==> src/rtl/load_store_unit.sv <==
// Data-memory initiator: one load/store at a time, misaligned accesses split into byte beats.
// Build option: define LSU_MISALIGN_TRAP_EN to reject misaligned requests with resp_error instead of splitting.
module load_store_unit #(
    parameter int XLEN       = 64,
    parameter int RD_LATENCY = 1
) (
    input  logic            clock,
    input  logic            rst_n,
    input  logic            req_valid,
    output logic            req_ready,
    input  logic            req_is_store,
    input  logic [3:0]      req_type,
    input  logic [XLEN-1:0] req_addr,
    input  logic [XLEN-1:0] req_wdata,
    output logic            resp_valid,
    output logic [XLEN-1:0] resp_rdata,
    output logic            resp_error,
    output logic            busy,
    output logic            mem_read_en,
    output logic            mem_write_en,
    output logic [3:0]      mem_loadtype,
    output logic [3:0]      mem_storetype,
    output logic [XLEN-1:0] mem_address,
    output logic [XLEN-1:0] mem_wdata,
    input  logic [XLEN-1:0] mem_rdata,
    output logic [2:0]      dbg_state
);

    // Type codes shared with the core and the data memory.
    localparam logic [3:0] LOAD_BYTE              = 4'h1;
    localparam logic [3:0] LOAD_HALFWORD          = 4'h2;
    localparam logic [3:0] LOAD_WORD              = 4'h3;
    localparam logic [3:0] LOAD_DOUBLEWORD        = 4'h4;
    localparam logic [3:0] LOAD_BYTE_UNSIGNED     = 4'h5;
    localparam logic [3:0] LOAD_HALFWORD_UNSIGNED = 4'h6;
    localparam logic [3:0] STORE_BYTE             = 4'h8;
    localparam logic [3:0] STORE_HALFWORD         = 4'h9;
    localparam logic [3:0] STORE_WORD             = 4'hA;
    localparam logic [3:0] STORE_DOUBLEWORD       = 4'hB;

    localparam logic [1:0] LAT_M1 = 2'(RD_LATENCY - 1);

    typedef enum logic [2:0] {
        S_IDLE       = 3'd0,
        S_ACCESS     = 3'd1,
        S_WAIT       = 3'd2,
        S_SPLIT_ACC  = 3'd3,
        S_SPLIT_WAIT = 3'd4,
        S_RESP       = 3'd5
    } lsu_state_t;

    // Handshake: a request transfers on a rising edge where req_valid && req_ready;
    // req_ready is high only in IDLE, and resp_valid is a single-cycle strobe with no back-pressure.

    function automatic logic [2:0] size_m1(input logic [3:0] t);
        case (t)
            LOAD_HALFWORD, LOAD_HALFWORD_UNSIGNED, STORE_HALFWORD: size_m1 = 3'd1;
            LOAD_WORD, STORE_WORD:                                 size_m1 = 3'd3;
            LOAD_DOUBLEWORD, STORE_DOUBLEWORD:                     size_m1 = 3'd7;
            default:                                               size_m1 = 3'd0;
        endcase
    endfunction

    function automatic logic type_ok(input logic is_store, input logic [3:0] t);
        if (is_store)
            type_ok = (t == STORE_BYTE) || (t == STORE_HALFWORD) ||
                      (t == STORE_WORD) || (t == STORE_DOUBLEWORD);
        else
            type_ok = (t == LOAD_BYTE) || (t == LOAD_HALFWORD) || (t == LOAD_WORD) ||
                      (t == LOAD_DOUBLEWORD) || (t == LOAD_BYTE_UNSIGNED) ||
                      (t == LOAD_HALFWORD_UNSIGNED);
    endfunction

    function automatic logic [XLEN-1:0] extend(input logic [XLEN-1:0] v, input logic [2:0] nm1,
                                               input logic [3:0] t);
        logic uns;
        uns = (t == LOAD_BYTE_UNSIGNED) || (t == LOAD_HALFWORD_UNSIGNED);
        case (nm1)
            3'd0:    extend = {{(XLEN-8){v[7] & ~uns}}, v[7:0]};
            3'd1:    extend = {{(XLEN-16){v[15] & ~uns}}, v[15:0]};
            3'd3:    extend = {{(XLEN-32){v[31]}}, v[31:0]};
            default: extend = v;
        endcase
    endfunction

    lsu_state_t      r_state;
    lsu_state_t      w_state_next;
    logic            r_rdy_en;
    logic            r_store;
    logic [3:0]      r_type;
    logic [XLEN-1:0] r_addr;
    logic [XLEN-1:0] r_wdata;
    logic [2:0]      r_nm1;
    logic [2:0]      r_k;
    logic [1:0]      r_cnt;
    logic [XLEN-1:0] r_asm;
    logic [XLEN-1:0] r_rdata;
    logic            r_err;

    logic            w_accept;
    logic [2:0]      w_req_nm1;
    logic            w_req_ok;
    logic            w_misalign;
    logic            w_last;
    logic            w_lat_done;
    logic [7:0]      w_wbyte;
    logic [XLEN-1:0] w_asm_next;

    assign w_accept   = req_valid && req_ready;
    assign w_req_nm1  = size_m1(req_type);
    assign w_req_ok   = type_ok(req_is_store, req_type);
    assign w_misalign = |(req_addr[2:0] & w_req_nm1);
    assign w_last     = (r_k == r_nm1);
    assign w_lat_done = (r_cnt == LAT_M1);
    assign w_wbyte    = r_wdata[8*r_k +: 8];
    assign dbg_state  = r_state;

    always_comb begin
        w_asm_next = r_asm;
        w_asm_next[8*r_k +: 8] = mem_rdata[7:0];
    end

    always_ff @(posedge clock or negedge rst_n) begin
        if (!rst_n) r_state <= S_IDLE;
        else        r_state <= w_state_next;
    end

    always_comb begin
        w_state_next = r_state;
        case (r_state)
            S_IDLE: begin
                if (w_accept) begin
                    if (!w_req_ok)       w_state_next = S_RESP;
`ifdef LSU_MISALIGN_TRAP_EN
                    else if (w_misalign) w_state_next = S_RESP;
`else
                    else if (w_misalign) w_state_next = S_SPLIT_ACC;
`endif
                    else                 w_state_next = S_ACCESS;
                end
            end
            S_ACCESS: w_state_next = r_store ? S_RESP : S_WAIT;
            S_WAIT:   if (w_lat_done) w_state_next = S_RESP;
`ifndef LSU_MISALIGN_TRAP_EN
            S_SPLIT_ACC: begin
                if (!r_store)    w_state_next = S_SPLIT_WAIT;
                else if (w_last) w_state_next = S_RESP;
            end
            S_SPLIT_WAIT: if (w_lat_done) w_state_next = w_last ? S_RESP : S_SPLIT_ACC;
`endif
            S_RESP:   w_state_next = S_IDLE;
            default:  w_state_next = S_IDLE;
        endcase
    end

    always_comb begin
        req_ready     = 1'b0;
        resp_valid    = 1'b0;
        resp_rdata    = '0;
        resp_error    = 1'b0;
        mem_read_en   = 1'b0;
        mem_write_en  = 1'b0;
        mem_loadtype  = 4'h0;
        mem_storetype = 4'h0;
        mem_address   = '0;
        mem_wdata     = '0;
        busy          = (r_state != S_IDLE);
        case (r_state)
            S_IDLE: req_ready = r_rdy_en;
            S_ACCESS: begin
                mem_address = r_addr;
                mem_wdata   = r_wdata;
                if (r_store) begin
                    mem_write_en  = 1'b1;
                    mem_storetype = r_type;
                end else begin
                    mem_read_en  = 1'b1;
                    mem_loadtype = r_type;
                end
            end
`ifndef LSU_MISALIGN_TRAP_EN
            S_SPLIT_ACC: begin
                mem_address = r_addr + XLEN'(r_k);
                if (r_store) begin
                    mem_write_en  = 1'b1;
                    mem_storetype = STORE_BYTE;
                    mem_wdata     = {{(XLEN-8){1'b0}}, w_wbyte};
                end else begin
                    mem_read_en  = 1'b1;
                    mem_loadtype = LOAD_BYTE_UNSIGNED;
                end
            end
`endif
            S_RESP: begin
                resp_valid = 1'b1;
                resp_rdata = r_rdata;
                resp_error = r_err;
            end
            default: ;
        endcase
    end

    // r_rdy_en keeps req_ready low while reset is held and for the first edge after release.
    always_ff @(posedge clock or negedge rst_n) begin
        if (!rst_n) begin
            r_rdy_en <= 1'b0;
            r_store  <= 1'b0;
            r_type   <= 4'h0;
            r_addr   <= '0;
            r_wdata  <= '0;
            r_nm1    <= 3'd0;
            r_k      <= 3'd0;
            r_cnt    <= 2'd0;
            r_asm    <= '0;
            r_rdata  <= '0;
            r_err    <= 1'b0;
        end else begin
            r_rdy_en <= 1'b1;
            case (r_state)
                S_IDLE: begin
                    if (w_accept) begin
                        r_store <= req_is_store;
                        r_type  <= req_type;
                        r_addr  <= req_addr;
                        r_wdata <= req_wdata;
                        r_nm1   <= w_req_nm1;
                        r_k     <= 3'd0;
                        r_cnt   <= 2'd0;
                        r_asm   <= '0;
                        r_rdata <= '0;
`ifdef LSU_MISALIGN_TRAP_EN
                        r_err   <= !w_req_ok || w_misalign;
`else
                        r_err   <= !w_req_ok;
`endif
                    end
                end
                S_WAIT: begin
                    if (w_lat_done) begin
                        r_rdata <= mem_rdata;
                        r_cnt   <= 2'd0;
                    end else begin
                        r_cnt <= r_cnt + 2'd1;
                    end
                end
`ifndef LSU_MISALIGN_TRAP_EN
                S_SPLIT_ACC: begin
                    if (r_store && !w_last) r_k <= r_k + 3'd1;
                end
                S_SPLIT_WAIT: begin
                    if (w_lat_done) begin
                        r_cnt <= 2'd0;
                        r_asm <= w_asm_next;
                        if (w_last) r_rdata <= extend(w_asm_next, r_nm1, r_type);
                        else        r_k     <= r_k + 3'd1;
                    end else begin
                        r_cnt <= r_cnt + 2'd1;
                    end
                end
`endif
                default: ;
            endcase
        end
    end

endmodule
==> config.mk <==
export PLATFORM = sky130hd
export DESIGN_NAME = load_store_unit
export DESIGN_NICKNAME = d
export VERILOG_FILES = /design/src/rtl/load_store_unit.sv
export SDC_FILE = /design/constraint.sdc
export NUM_CORES = 1
export LEC_CHECK = 0
export CAP_MARGIN = 5
export CELL_PAD_IN_SITES_DETAIL_PLACEMENT = 1
export CELL_PAD_IN_SITES_GLOBAL_PLACEMENT = 1
export CORE_MARGIN = 1.5
export CORE_UTILIZATION = 33
export DETAILED_ROUTE_END_ITERATION = 16
export PLACE_DENSITY = 0.8
export REMOVE_ABC_BUFFERS = 1
export SLEW_MARGIN = 25
export SYNTH_ARGS = -nofsm -noshare
export SYNTH_HDL_FRONTEND = slang
export SYNTH_SLANG_ARGS = --single-unit
==> constraint.sdc <==
create_clock -name clock -period 4.1 [get_ports clock]
set_input_delay 0.82 -clock clock [delete_from_list [all_inputs] [get_ports clock]]
set_output_delay 0.82 -clock clock [all_outputs]
set_load 0.1 [all_outputs]
After elaboration in Yosys (flattened, before gate mapping)
Cells that the tools add are included.

word-level totals
  flip-flop bits (word level) = 274
  bits in latches = 0
  bits in writable memories = 0
  memory bits (read-only) = 0
  input port bits = 200
  output and inout bits = 209
  word-level logic and storage cells = 129
  memories = 0

operators by class
  add/sub/neg operators = 4
  multiply operators = 0
  divide/modulo/power cells = 0
  order comparisons = 0
  equal/unequal tests = 27
  shift-type cells = 3
  muxes and demuxes = 46
  bitwise operators = 4
  reductions and logical operators = 33

operators with widths
  kind                                                    count
  2-to-1 mux 64 bit                                       6
  case mux 64 bit (2 select lines)                        3
  case mux 64 bit (3 select lines)                        2
  adder 64 x 3 -> 64 bit                                  1
  bitwise mux 64 bit                                      1
  variable shift 8 x 34 -> 64 bit (first input constant)  1
  indexed part select 64 x 7 -> 8 bit                     1
  indexed part select 8 x 34 -> 64 bit                    1
  2-to-1 mux 3 bit                                        13
  negation 6 -> 34 bit                                    1
  equality test 4 x 3 -> 1 bit (second input constant)    5
  case mux 3 bit (3 select lines)                         2
  equality test 4 bit (second input constant)             4
  case mux 4 bit (2 select lines)                         2
  case mux 3 bit (5 select lines)                         1
  2-to-1 mux 4 bit                                        3
  != test 2 bit (second input constant)                   6
  AND reduction 5 bit                                     2
  equality test 3 x 2 -> 1 bit (second input constant)    3
  logical OR 1 bit                                        9
  nonzero test 3 bit                                      3
  equality test 4 x 2 -> 1 bit (second input constant)    2
  2-to-1 mux 1 bit                                        8
  2-to-1 mux 8 bit                                        1
  other kinds (22)                                        36

Depth between registers and ports, before layout
  depth after elaboration = 10
  mapped depth = 14
  gate-level depth less buffers = 8

Least setup slack after synthesis
Ideal clock, no wire load.

  path kind = flip-flop to output port
  from = register r_state[1], in the netlist dbg_state[1]
  to = output port mem_address[53]
  arrival = 5.397 ns
  setup slack = -2.117 ns
  stages on the path, launching flop included = 7
  cells stage by stage = dfrtp_1 nand4_1 nor4_1 nand4bb_1 clkbuf_1 clkbuf_1 o41ai_1

between the ends
  longest elaborated chain between the ends = 2
  elaborated cells between the ends (all ways) = 3
  those cells by class = 2 x eq/ne; 1 x mux

ends and longest elaborated chain
  element                                                                              line  RTL
  start: declaration                                                                   86    lsu_state_t r_state;
  start signal: assignment                                                             125   else r_state <= w_state_next;
  equality test 3 x 2 -> 1 bit / equality test 3 x 1 -> 1 bit (equally long branches)  168   case (r_state)
  case mux 64 bit (2 select lines) *                                                   168
  end: declaration                                                                     23    output logic [XLEN-1:0] mem_address,

Every way passes the cells marked *; elsewhere a longest branch is shown, timed or not.

Worst setup path in the final report
  from = register r_k[0]
  to = output port mem_address[42]

between the ends
  longest elaborated chain between the ends = 2

ends and longest elaborated chain
  element                           line  RTL
  start: declaration                94    logic [2:0] r_k;
  start signal: assignment          248   if (r_store && !w_last) r_k <= r_k + 3'd1;
  start signal: assignment          255   else r_k <= r_k + 3'd1;
  adder 64 x 3 -> 64 bit            183   mem_address = r_addr + XLEN'(r_k);
  case mux 64 bit (2 select lines)  168

No other way between the ends.

==> results.md <==
- Class of the most critical setup path: flop to primary output
- Via density: 5.501
- Critical path launch point type: flop
- Largest net degree at the start of global routing: 143
- Clock buffer depth: 3
- Clk root buf: clkbuf_16
- GPL Wtd Cong: 0.8786
- Layout area overhead: 43.92%
- WP data required: 3.28 ns
- Number of flops mapped to enable cells by yosys: 0
- Share of the synthesized area in the top cell type: 44.09%
- Synth Cell Area: 0.01555 mm^2
- Worst setup margin: -0.07562 ns
- Most common cell in the netlist: nand2_1
- Slew Viols, Final: 0
- Synthesized flop and latch total: 274
- Worst vdd ir: 0.4655 mV
- Synth unique cells: 72
- CTS tree: yes
- Status: complete, but fails checks
- Max cap viols: 0
- Final min period: 4.176 ns
- Full die area: 0.04843 mm^2
- Skew final: 0.01700 ns
- Post-Syn Instances: 1916
- Hold Worst Slack: 0.2560 ns
- Final Power: 18.46 mW
- Worst rel slew slack: 33.44%
- Fin nets: 2492
- Max FO, Critical Path: 4
- Final hold violation count: 0
- Hpwl dp: 45130 um
- PortBufs: 408
- Routed WL: 63370 um
- CP endpoint kind: primary output
- Clk slew on worst S/H paths: 0.06 ns
- DRC: 0
- Core area: 0.04656 mm^2
- Vias: 16020
- Register area share after synthesis: 44.09%
- Layout cells sized above 1: 18.71%
- CTS sink cnt: 274
- Chip width: 220.1 um
- Global Route Usage Sum: 25.90%
- Max frequency: 0.2395 GHz
- DRT iter0 DRCs: 931
- Vias in the first global route: 16870
- Antenna viol nets, final: 0
- Die Height: 220.1 um
- Unrepaired setup endpoints after global routing: yes
- Leak: 9.798 nW
- Ranking of synthesized cells by area: dfrtp_1, nand2_1, and2_1, a21oi_1, nor2_1
- H-tree levels: 2
- Starting density of the core: 33.40%
- Rows: 79
- Failing checks: setup timing
- Syn Area/Cell: 8.116 um^2
- Commonest cells in the netlist: nand2_1, dfrtp_1, nor2_1
- Io pins: 409
- Final Setup Violations: 11
- Worst Tran Pin Value: 0.9917 ns
- CP startpoint: r_k[0]
- First-pass GRT wire length: 97260 um
- Worst EP arrival: 3.36 ns
- Post-synth ARST share: 100.0%
- Power Density: 824.7 mW/mm^2
- R2R setup slack: 0.39 ns
- Post-layout util: 48.07%
- Period utilization: 101.8%
- Grt ovf: 0
- Cell taking the most area after synthesis: dfrtp_1
- DRT Pass-1 Iters: 5
- Worst-Skew Late Latency: 0.54 ns
- Hold_buf cts: 0
- Worst hold path type: input pin to asynchronous set/reset pin
- Total CTS buffers: 35
- R2r startpoint: r_k[0]
- YS warnings: 0
- WL per Instance: 21.75 um
- Initial antenna violation count: 6
- Top FF cell, synth: dfrtp_1
==> layer usage <==
metal,wire (um),vias up,track usage (%)
li1,-,7329,-
met4,1656,8,7.415
met1,25860,8080,32.28
met3,5059,90,7.467
met5,46,-,0
met2,30750,516,43.43
==> critical path: stages, from the launching register on <==
cell	delay (ns)
dfrtp_2	0.40
ha_4	0.15
inv_2	0.04
fa_2	0.36
and2b_2	0.26
o2111ai_2	0.10
buf_4	0.18
or4_4	0.55
or3_1	0.36
a21oi_2	0.20
buf_12	0.20
==> final timing paths <==
path,endpoint,cells after the start
max reg2reg,r_rdata[35],11
min in group clock,r_asm[45],2
max,mem_address[42],10
max in group asynchronous,r_wdata[17],2
min reg2reg,r_asm[45],2
min,r_rdata[57],1
==> stage by stage <==
stage               worst slack (ns)  std cells  setup TNS, ns  area, um^2
global placement              0.1237       2837              0       20820
global route                 -0.1529       2911         -2.044       22380
floorplan                     -6.879       1778       -1169.41       15020
detailed placement          -0.03447       2837       -0.03447       20820
finish                      -0.07562       2913        -0.5739       22380
CTS                         -0.07916       2905        -0.5012       22190
==> cell usage in the layout (no fill, tap or decap), types with 9 or more instances in the layout <==
cell,count
a22o_1,17
clkbuf_8,12
mux2i_1,10
o31ai_1,24
o21ai_0,97
and4_1,9
ha_1,10
or4_1,9
buf_4,176
and3_1,9
a32o_1,16
dfrtp_1,272
a21oi_1,93
clkbuf_16,37
a21oi_2,13
nor2_1,141
nand3_1,59
mux2_2,11
xor2_1,14
inv_1,19
xnor2_1,16
and2_1,129
or3_4,9
mux4_2,16
clkdlybuf4s50_1,198
o22ai_1,49
or3_1,18
nand2_1,523
nand4_1,30
buf_12,85
nor3_1,27
==> registers in the layout, indices dropped and copies added, names as in the netlist <==
signal	count
dbg_state	3
r_addr	64
r_asm	64
r_cnt	2
r_err	1
r_k	3
r_nm1	3
r_rdata	64
r_rdy_en	1
r_store	1
r_type	4
r_wdata	64
==> cell type report <==
class / instances / area [um^2]
Fill cell: 5357 / 24180
Multi-Input combinational cell: 1483 / 8433
Sequential cell: 274 / 6859
Timing Repair Buffer: 464 / 5062
Clock buffer: 53 / 1106
Tap cell: 607 / 759.5
Inverter: 21 / 78.83
Clock inverter: 9 / 76.32
Antenna cell: 2 / 5.005
==> kinds of logic (layout without fill, tap and decap cells) <==
logic type	after synthesis	after routing	synth area share (%)
compound gates	378	378	15.03
other cells	1	3	0.02412
fa+ha+maj	13	13	1.094
mux	37	37	3.758
buf+inv	159	547	3.935
xor+xnor	30	30	1.690
flops	274	274	44.09
simple gates	1024	1024	30.38
==> power breakdown <==
group,switching [mW],total (mW),leakage [nW],internal [mW]
combinational,7.35,10.5,5.73,3.19
sequential,1.03,4.76,3.48,3.73
clock,1.24,3.16,0.589,1.92
==> repair_timing <==
item | 4_1_cts | 5_1_grt
pin swaps | 19 | 5
endpoints found under the setup margin | 31 | 31
resized for setup | 32 | 26
cloned | 0 | 2
buffers inserted | 6 | 3
Note: power is estimated with default switching activity, not from simulation.
